## config.mk

```make
export PLATFORM = sky130hd
export DESIGN_NAME = imem_loader
export DESIGN_NICKNAME = d
export VERILOG_FILES = /design/src/rtl/loader_pkg.sv /design/src/rtl/byte_packer.sv /design/src/rtl/imem_loader.sv
export SDC_FILE = /design/constraint.sdc
export NUM_CORES = 1
export LEC_CHECK = 0
export ABC_AREA = 1
export BUFFER_PORTS_ARGS = -buffer_cell sky130_fd_sc_hd__buf_2
export CAP_MARGIN = 15
export CORE_MARGIN = 5
export CORE_UTILIZATION = 58
export DETAILED_ROUTE_END_ITERATION = 10
export PLACE_DENSITY_LB_ADDON = 0.1
export REMOVE_ABC_BUFFERS = 1
export SYNTH_ARGS = -nofsm -noshare
export SYNTH_HDL_FRONTEND = slang
export SYNTH_SLANG_ARGS = --single-unit
```

## constraint.sdc

```tcl
create_clock -name clock -period 6.8 [get_ports clock]
set_clock_uncertainty 0.2 [all_clocks]
set_input_delay 0.68 -clock clock [delete_from_list [all_inputs] [get_ports clock]]
set_output_delay 0.68 -clock clock [all_outputs]
set_load 0.02 [all_outputs]
```

## src/rtl/loader_pkg.sv

```systemverilog
// Shared types and constants for the instruction-memory loader.
// Holds the FSM state encoding and the framing constants for the byte stream.
package loader_pkg;

    typedef enum logic [2:0] {
        S_IDLE,
        S_HEADER,
        S_LOAD,
        S_CHECK,
        S_DONE,
        S_ERROR
    } state_t;

    localparam int HDR_BYTES = 4;
    localparam int BCNT_W    = 2;

endpackage

```

## src/rtl/byte_packer.sv

```systemverilog
// Little-endian byte-to-word shift register with a one-cycle word-complete flag.
// The first byte of a word ends up in bits [7:0] once the last byte is shifted in.
module byte_packer
    import loader_pkg::*;
#(
    parameter int WIDTH = 32
) (
    input  logic             clock,
    input  logic             nreset,
    input  logic             clear,
    input  logic             shift,
    input  logic [7:0]       byte_data,
    output logic [WIDTH-1:0] word,
    output logic             word_done
);

    localparam logic [BCNT_W-1:0] LAST = BCNT_W'(HDR_BYTES - 1);

    logic [BCNT_W-1:0] count;

    always_ff @(posedge clock or negedge nreset) begin
        if (!nreset) begin
            count     <= '0;
            word      <= '0;
            word_done <= 1'b0;
        end else if (clear) begin
            count     <= '0;
            word      <= '0;
            word_done <= 1'b0;
        end else begin
            word_done <= shift && (count == LAST);
            if (shift) begin
                // New bytes enter at the top so earlier bytes drift toward bit 0.
                word  <= {byte_data, word[WIDTH-1:8]};
                count <= (count == LAST) ? '0 : count + 1'b1;
            end
        end
    end

endmodule

```

## src/rtl/imem_loader.sv

```systemverilog
// Loads a framed byte stream (count, words, checksum) into instruction memory
// and holds the CPU until a load completes with a matching checksum.
//
// state  | meaning
// IDLE   | after reset, waiting for start
// HEADER | collecting the 4-byte word count
// LOAD   | collecting program words and writing them to memory
// CHECK  | collecting the 4-byte checksum
// DONE   | load verified, CPU released
// ERROR  | bad count or checksum mismatch, CPU held
module imem_loader
    import loader_pkg::*;
#(
    parameter int WIDTH = 32,
    parameter int DEPTH = 2048
) (
    input  logic             clock,
    input  logic             nreset,
    input  logic             start,
    input  logic             byte_valid,
    input  logic [7:0]       byte_data,
    output logic             byte_ready,
    output logic             mem_we,
    output logic [WIDTH-1:0] mem_address,
    output logic [WIDTH-1:0] mem_wdata,
    output logic             cpu_hold,
    output logic             busy,
    output logic             done,
    output logic             error
);

    state_t           state, state_nx;
    logic [WIDTH-1:0] n_words;
    logic [WIDTH-1:0] index;
    logic [WIDTH-1:0] sum;
    logic [WIDTH-1:0] word;
    logic             word_done;
    logic             accept;
    logic             wr;

    assign busy       = (state == S_HEADER) || (state == S_LOAD) || (state == S_CHECK);
    assign byte_ready = busy && !start;
    assign accept     = byte_valid && byte_ready;
    assign done       = (state == S_DONE);
    assign error      = (state == S_ERROR);
    assign cpu_hold   = (state != S_DONE);

    // A completed word is written only while loading and never when a restart wins.
    assign wr          = word_done && (state == S_LOAD) && !start;
    assign mem_we      = wr;
    assign mem_address = wr ? (index << 2) : '0;
    assign mem_wdata   = wr ? word : '0;

    byte_packer #(
        .WIDTH(WIDTH)
    ) u_packer (
        .clock     (clock),
        .nreset    (nreset),
        .clear     (start),
        .shift     (accept),
        .byte_data (byte_data),
        .word      (word),
        .word_done (word_done)
    );

    always_ff @(posedge clock or negedge nreset) begin
        if (!nreset) begin
            state <= S_IDLE;
        end else begin
            state <= state_nx;
        end
    end

    always_comb begin
        state_nx = state;
        if (start) begin
            state_nx = S_HEADER;
        end else begin
            case (state)
                S_HEADER: begin
                    if (word_done) begin
                        if ((word == '0) || (word > WIDTH'(DEPTH)))
                            state_nx = S_ERROR;
                        else
                            state_nx = S_LOAD;
                    end
                end
                S_LOAD: begin
                    if (word_done && (index == n_words - 1'b1))
                        state_nx = S_CHECK;
                end
                S_CHECK: begin
                    if (word_done)
                        state_nx = (word == sum) ? S_DONE : S_ERROR;
                end
                default: state_nx = state;
            endcase
        end
    end

    always_ff @(posedge clock or negedge nreset) begin
        if (!nreset) begin
            n_words <= '0;
            index   <= '0;
            sum     <= '0;
        end else if (start) begin
            n_words <= '0;
            index   <= '0;
            sum     <= '0;
        end else begin
            if (word_done && (state == S_HEADER))
                n_words <= word;
            if (wr) begin
                index <= index + 1'b1;
                sum   <= sum + word;
            end
        end
    end

endmodule

```

==> results of run 1 <==
==> logic make-up (layout without fill, tap and decap cells) <==
family                     after synthesis  after routing
adders and majority gates               35             35
other                                    1              2
AOI/OAI and AO/OA                      239            239
xor gates and xnor gates                42             42
and+or+nand+nor                        631            631
buffers and inverters                  225            299
DFF                                    134            134
==> sequential cells by signal (all words and copies together) (netlist names) <==
signal / count
index: 32
n_words: 32
state: 3
sum: 32
u_packer.count: 2
u_packer.word: 32
u_packer.word_done: 1
==> final timing paths <==
path	from	to	slack, ns	cells past startpoint
setup / recovery	state[2]	mem_wdata[15]	3.10	9
hold / removal	nreset	sum[1]	0.12	1
setup reg to reg	state[1]	u_packer.word[10]	3.72	8
hold reg to reg	sum[30]	sum[30]	0.29	2
max in group asynchronous	nreset	index[30]	5.14	2
min in group clock	sum[30]	sum[30]	0.29	2
==> metal layers <==
| metal | global-route usage | part of all wire | vias to the layer above | routed length, um |
|---|---|---|---|---|
| met5 | 0 | 0 | - | 0 |
| met4 | 0.129 | 0.038 | 0 | 966 |
| met3 | 0.0457 | 0.047 | 58 | 1190 |
| met2 | 0.463 | 0.48 | 242 | 12000 |
| met1 | 0.366 | 0.44 | 4048 | 11000 |
| li1 | - | - | 4416 | - |
==> cells in the mapped netlist, types with 3 or more instances <==
| cell type | instances |
|---|---|
| nand3_1 | 85 |
| o31ai_1 | 6 |
| o21ai_1 | 4 |
| nor2_1 | 195 |
| nand2_1 | 260 |
| a21boi_0 | 3 |
| buf_2 | 6 |
| nor2_2 | 6 |
| a21oi_1 | 62 |
| ha_1 | 34 |
| nor2_4 | 5 |
| inv_1 | 180 |
| nand4_1 | 21 |
| nand3b_1 | 5 |
| nor3_1 | 18 |
| o21ai_0 | 102 |
| xnor2_1 | 17 |
| o21a_1 | 5 |
| a21o_1 | 9 |
| clkbuf_2 | 3 |
| a211oi_1 | 7 |
| or2_2 | 3 |
| nand2_2 | 6 |
| dfrtp_1 | 134 |
| xor2_1 | 24 |
| nor4_1 | 19 |
| o22ai_1 | 24 |
| a31oi_1 | 5 |
| clkbuf_1 | 30 |
==> stage by stage <==
| step | hold slack, ns | std cells |
|---|---|---|
| after detailed placement | 0.277 | 1566 |
| final | 0.116 | 1598 |
| after global routing | 0.177 | 1598 |
| after CTS | 0.146 | 1598 |
| after floorplan | 0.184 | 1265 |
| after global placement | 0.268 | 1566 |
==> power breakdown <==
part | leakage [nW] | internal, mW | switching (mW)
sequential | 1.85 | 0.823 | 0.0311
clock | 0.283 | 0.565 | 0.349
combinational | 3.03 | 0.104 | 0.217
==> final cells by class <==
type | instances | area (sq um) | area share
multi-input combinational | 949 | 4950 | 0.481
sequential | 134 | 3350 | 0.326
inverter | 182 | 683 | 0.0665
clock buffer | 23 | 478 | 0.0465
timing repair buffer | 85 | 447 | 0.0435
tap | 216 | 270 | 0.0263
clock inverter | 9 | 100 | 0.00974
==> results.py, run 1 <==
metrics = {
    "status": {
        "outcome": "completed",
    },
    "setup_path": {
        "cp_max_fo": 46,
        "path_delay_family": "buffers and inverters",
        "crit_buf_inv": 4,
        "endpoint_kind": "primary output",
        "worstSetupPathType": "reg2out",
        "crit_chain": "inv_1 -> nand2_2 -> nor2_4 -> nand2_2 -> nor2_1 -> inv_2 -> buf_4 -> nor2_1 -> buf_2",
        "cp-start-kind": "flip-flop",
        "crit_slowest_cell": "buf_4",
        "arrival_ns": 2.82,
        "crit_required_ns": 5.92,
        "critPathMaxStageDelay_ns": 0.50,
    },
    "die": {
        "die_y_um": 136,
        "fp.dieW_um": 136,
        "fp.coreArea_sq_um": 15700,
        "pin_count": 82,
        "initial_core_util": 0.584,
        "dieArea_sq_um": 18400,
        "row_count": 46,
    },
    "clock_tree": {
        "clk_latency_ns": 0.43,
        "clockBufferDepth": 2,
        "post_cts_buffers": 0,
        "h-tree-depth": 4,
        "cts-resized-gates": 0,
        "cts.sinks": 134,
        "path_clk_slew_ns": 0.06,
        "root_buffer": "clkbuf_16",
        "postCtsHoldBufs": 0,
        "numCtsBuffers": 17,
        "tritoncts": "built",
    },
    "synthesis": {
        "avgSynthCellArea_sq_um": 7.00,
        "synthFlopType": "dfrtp_1",
        "synth_top_family_by_area": "simple AND/OR/NAND/NOR gates",
        "yosys.cell_types.count": 49,
        "synth_edf_count": 0,
        "synthMuxAreaShare": 0,
        "yosysWarnings": 0,
        "synth_seq_cells": 134,
        "synth_seq_area_share": 0.367,
        "synth_top_area_share": 0.367,
        "synthSimpleGateAreaFrac": 0.300,
        "syn-cell-area_sq_um": 9150,
        "ys_async_sr_fraction": 1.00,
        "synth_compound_area_frac": 0.148,
        "synth_top_cell_by_area": "dfrtp_1",
        "synthAdderAreaFrac": 0.0487,
        "synth_cells": 1307,
        "synth_area_leaders": "dfrtp_1, nand2_1, nor2_1, inv_1, o21ai_0",
        "synthXorXnorAreaFrac": 0.0417,
    },
    "drt": {
        "initialDrtViolationCount": 553,
        "drc": 0,
        "vias_per_cell": 5.48,
        "wirelength_um": 25200,
        "num_vias": 8764,
        "firstDrtPassIters": 5,
        "ant_nets": 0,
        "wl_per_cell_um": 15.7,
    },
    "layout": {
        "postLayoutCellArea_sq_um": 10300,
        "final_common_cell": "nand2_1",
        "diodes": 0,
        "drive_above_1_share": 0.103,
        "fillers": 1438,
        "area_growth_pct": 12.4,
        "mostFrequentLayoutCells": "nand2_1, nor2_1, inv_1",
        "nets": 1416,
        "fin_util": 0.657,
    },
    "pwr": {
        "p_leak_nw": 5.16,
        "powerDensity_nw_per_um2": 203,
        "ir_drop_v": 0.000189,
        "p_total_mw": 2.09,
    },
    "timing": {
        "relSlewSlack": 0.302,
        "hold_viol_final": 0,
        "fin_crit_ns": 3.70,
        "fmax_mhz": 270,
        "worst_pin_slew_ns": 1.04,
        "slew_violations": 0,
        "setup_ws_ns": 3.10,
        "fin_crit_sh": 0.545,
        "rsz0062_at_grt": "false",
        "setup_viol": 0,
        "tns_ns": 0,
    },
    "global_routing": {
        "grt_pass1_vias": 8229,
        "antenna_found_initial": 0,
        "track_usage": 0.282,
        "gr-total-overflow": 0,
        "grt_first_pass_wirelength_um": 40700,
        "grt_start_max_net_pins": 87,
    },
    "worst_hold_path": {
        "hold_path_class": "in2async",
    },
    "placement": {
        "gp_congestion": 0.934,
        "place_ws_ns": 3.35,
        "hpwlAfterDp_um": 18900,
        "io_buffers": 79,
        "dpl-instance-area_sq_um": 9700,
    },
    "job": {
        "cap_viol_max_count": 0,
    },
}
Power figures use the tool's default switching activity.
==> run 2, diff against run 1 <==
==> constraint.sdc (replaced) <==
create_clock -name clock -period 3.5 [get_ports clock]
set_clock_uncertainty 0.2 [all_clocks]
set_input_delay 0.35 -clock clock [delete_from_list [all_inputs] [get_ports clock]]
set_output_delay 0.35 -clock clock [all_outputs]
set_load 0.02 [all_outputs]
==> run 2 against run 1 <==
Final area grew 1.8%. Setup slack worse by 2.5 ns. Highest routed layer unchanged. Power up 100%.
==> results.py, run 2 (synthesized netlist as in run 1, its figures left out) <==
metrics = {
    "drt": {
        "num_vias": 8972,
        "drc": 0,
        "wirelength_um": 26300,
        "vias_per_cell": 5.56,
        "firstDrtPassIters": 6,
        "ant_nets": 0,
        "wl_per_cell_um": 16.3,
        "initialDrtViolationCount": 667,
    },
    "timing": {
        "fin_crit_sh": 0.838,
        "timing.hold.ws_ns": 0.0755,
        "worst_pin_slew_ns": 0.803,
        "fin_crit_ns": 2.93,
        "slew_violations": 0,
        "setup_ws_ns": 0.567,
        "fmax_mhz": 341,
        "relSlewSlack": 0.463,
        "rsz0062_at_grt": "false",
        "tns_ns": 0,
        "setup_viol": 0,
        "hold_viol_final": 0,
    },
    "pwr": {
        "power_frac_clock": 0.446,
        "p_leak_nw": 5.25,
        "p_total_mw": 4.18,
        "ir_drop_v": 0.000350,
        "internal-power_mw": 2.99,
        "swShare": 0.285,
        "p_comb_frac": 0.157,
        "p_seq_frac": 0.397,
        "p_sw_mw": 1.19,
        "powerDensity_nw_per_um2": 399,
    },
    "layout": {
        "fillers": 1427,
        "postLayoutCellArea_sq_um": 10500,
        "area_growth_pct": 14.5,
        "mostFrequentLayoutCells": "nand2_1, nor2_1, inv_1",
        "final_common_cell": "nand2_1",
        "diodes": 0,
        "drive_above_1_share": 0.110,
        "stdcell_count": 1615,
        "multiInputGateArea_sq_um": 4950,
        "fin_util": 0.669,
        "nets": 1433,
        "final-seq-area_sq_um": 3350,
    },
    "setup_path": {
        "critPathCapture": "mem_wdata[6]",
        "crit_required_ns": 2.95,
        "cp_max_fo": 46,
        "reg2reg_slack_ns": 0.70,
        "r2r-start": "u_packer.word[0]",
        "arrival_ns": 2.38,
        "endpoint_kind": "primary output",
        "worstSetupPathType": "reg2out",
        "crit_start": "state[2]",
        "timing.rr.end": "sum[20]",
        "r2r_cells": 15,
        "cp-start-kind": "flip-flop",
    },
    "placement": {
        "place_ws_ns": 0.772,
        "hpwlAfterDp_um": 19700,
        "dp.cells": 1574,
        "io_buffers": 79,
        "gp_congestion": 0.956,
        "dpl-instance-area_sq_um": 9760,
    },
    "die": {
        "fp.coreArea_sq_um": 15700,
        "pin_count": 82,
        "initial_core_util": 0.584,
        "fp.dieW_um": 136,
        "dieArea_sq_um": 18400,
        "row_count": 46,
        "die_y_um": 136,
    },
    "global_routing": {
        "met2_usage": 0.496,
        "grt_start_max_net_pins": 84,
        "top_usage_layer": "met2",
        "gr-total-overflow": 0,
        "grt_first_pass_wirelength_um": 42800,
        "track_usage": 0.295,
        "antenna_found_initial": 0,
        "use_met1": 0.381,
        "met3_usage": 0.0483,
        "grt_pass1_vias": 8659,
    },
    "clock_tree": {
        "cts.sinks": 134,
        "path_clk_slew_ns": 0.06,
        "clk_latency_ns": 0.42,
        "numCtsBuffers": 17,
        "root_buffer": "clkbuf_16",
        "h-tree-depth": 4,
        "clockBufferDepth": 2,
        "tritoncts": "built",
        "cts-resized-gates": 0,
    },
    "worst_hold_path": {
        "hold_path_class": "in2reg",
    },
    "status": {
        "outcome": "completed",
    },
    "job": {
        "cap_viol_max_count": 0,
    },
}
run 2: final cells by class:
cell class / count / share of cell area
Clock inverter: 12 / 0.0145
Clock buffer: 20 / 0.0446
Sequential cell: 134 / 0.320
Inverter: 182 / 0.0652
Tap cell: 216 / 0.0258
Multi-Input combinational cell: 949 / 0.473
Timing Repair Buffer: 102 / 0.0570
run 2: critical path, stage by stage (launching register included):
cell     delay [ns]
dfrtp_1        0.44
inv_1          0.11
nand2_2        0.09
nor2_4         0.12
nand2_2        0.24
nor2_1         0.27
inv_2          0.05
buf_4          0.26
nor2_1         0.18
buf_2          0.19
run 2: repair_timing:
action                                 4_1_cts  5_1_grt
endpoints found under the hold margin       87        0
hold buffers                                 9        0
setup buffers                                0        0
run 2: per-layer routing:
layer / wire (um) / share of wire
met1: 11400 / 0.43
met2: 12700 / 0.48
met3: 1300 / 0.049
met5: 0 / 0
met4: 924 / 0.035
run 2: how the worst min path moves through the flow:
stage | start | to | slack [ns] | cells after the start
global placement | nreset | sum[0] | 0.26 | 1
global route | byte_valid | u_packer.count[1] | 0.07 | 3
finish | byte_valid | u_packer.count[1] | 0.08 | 3
CTS | byte_valid | u_packer.count[1] | 0.06 | 3
detailed placement | nreset | sum[0] | 0.26 | 1
floorplan | nreset | index[0] | -0.15 | 0
run 2: power by group through the flow:
stage | registers [mW] | logic [mW] | clock network [mW]
2_1_floorplan | 1.66 | 0.440 | 0
3_3_place_gp | 1.68 | 0.633 | 0
3_5_place_dp | 1.68 | 0.641 | 0
4_1_cts | 1.66 | 0.651 | 1.88
5_1_grt | 1.66 | 0.730 | 1.95
6_report | 1.66 | 0.655 | 1.86
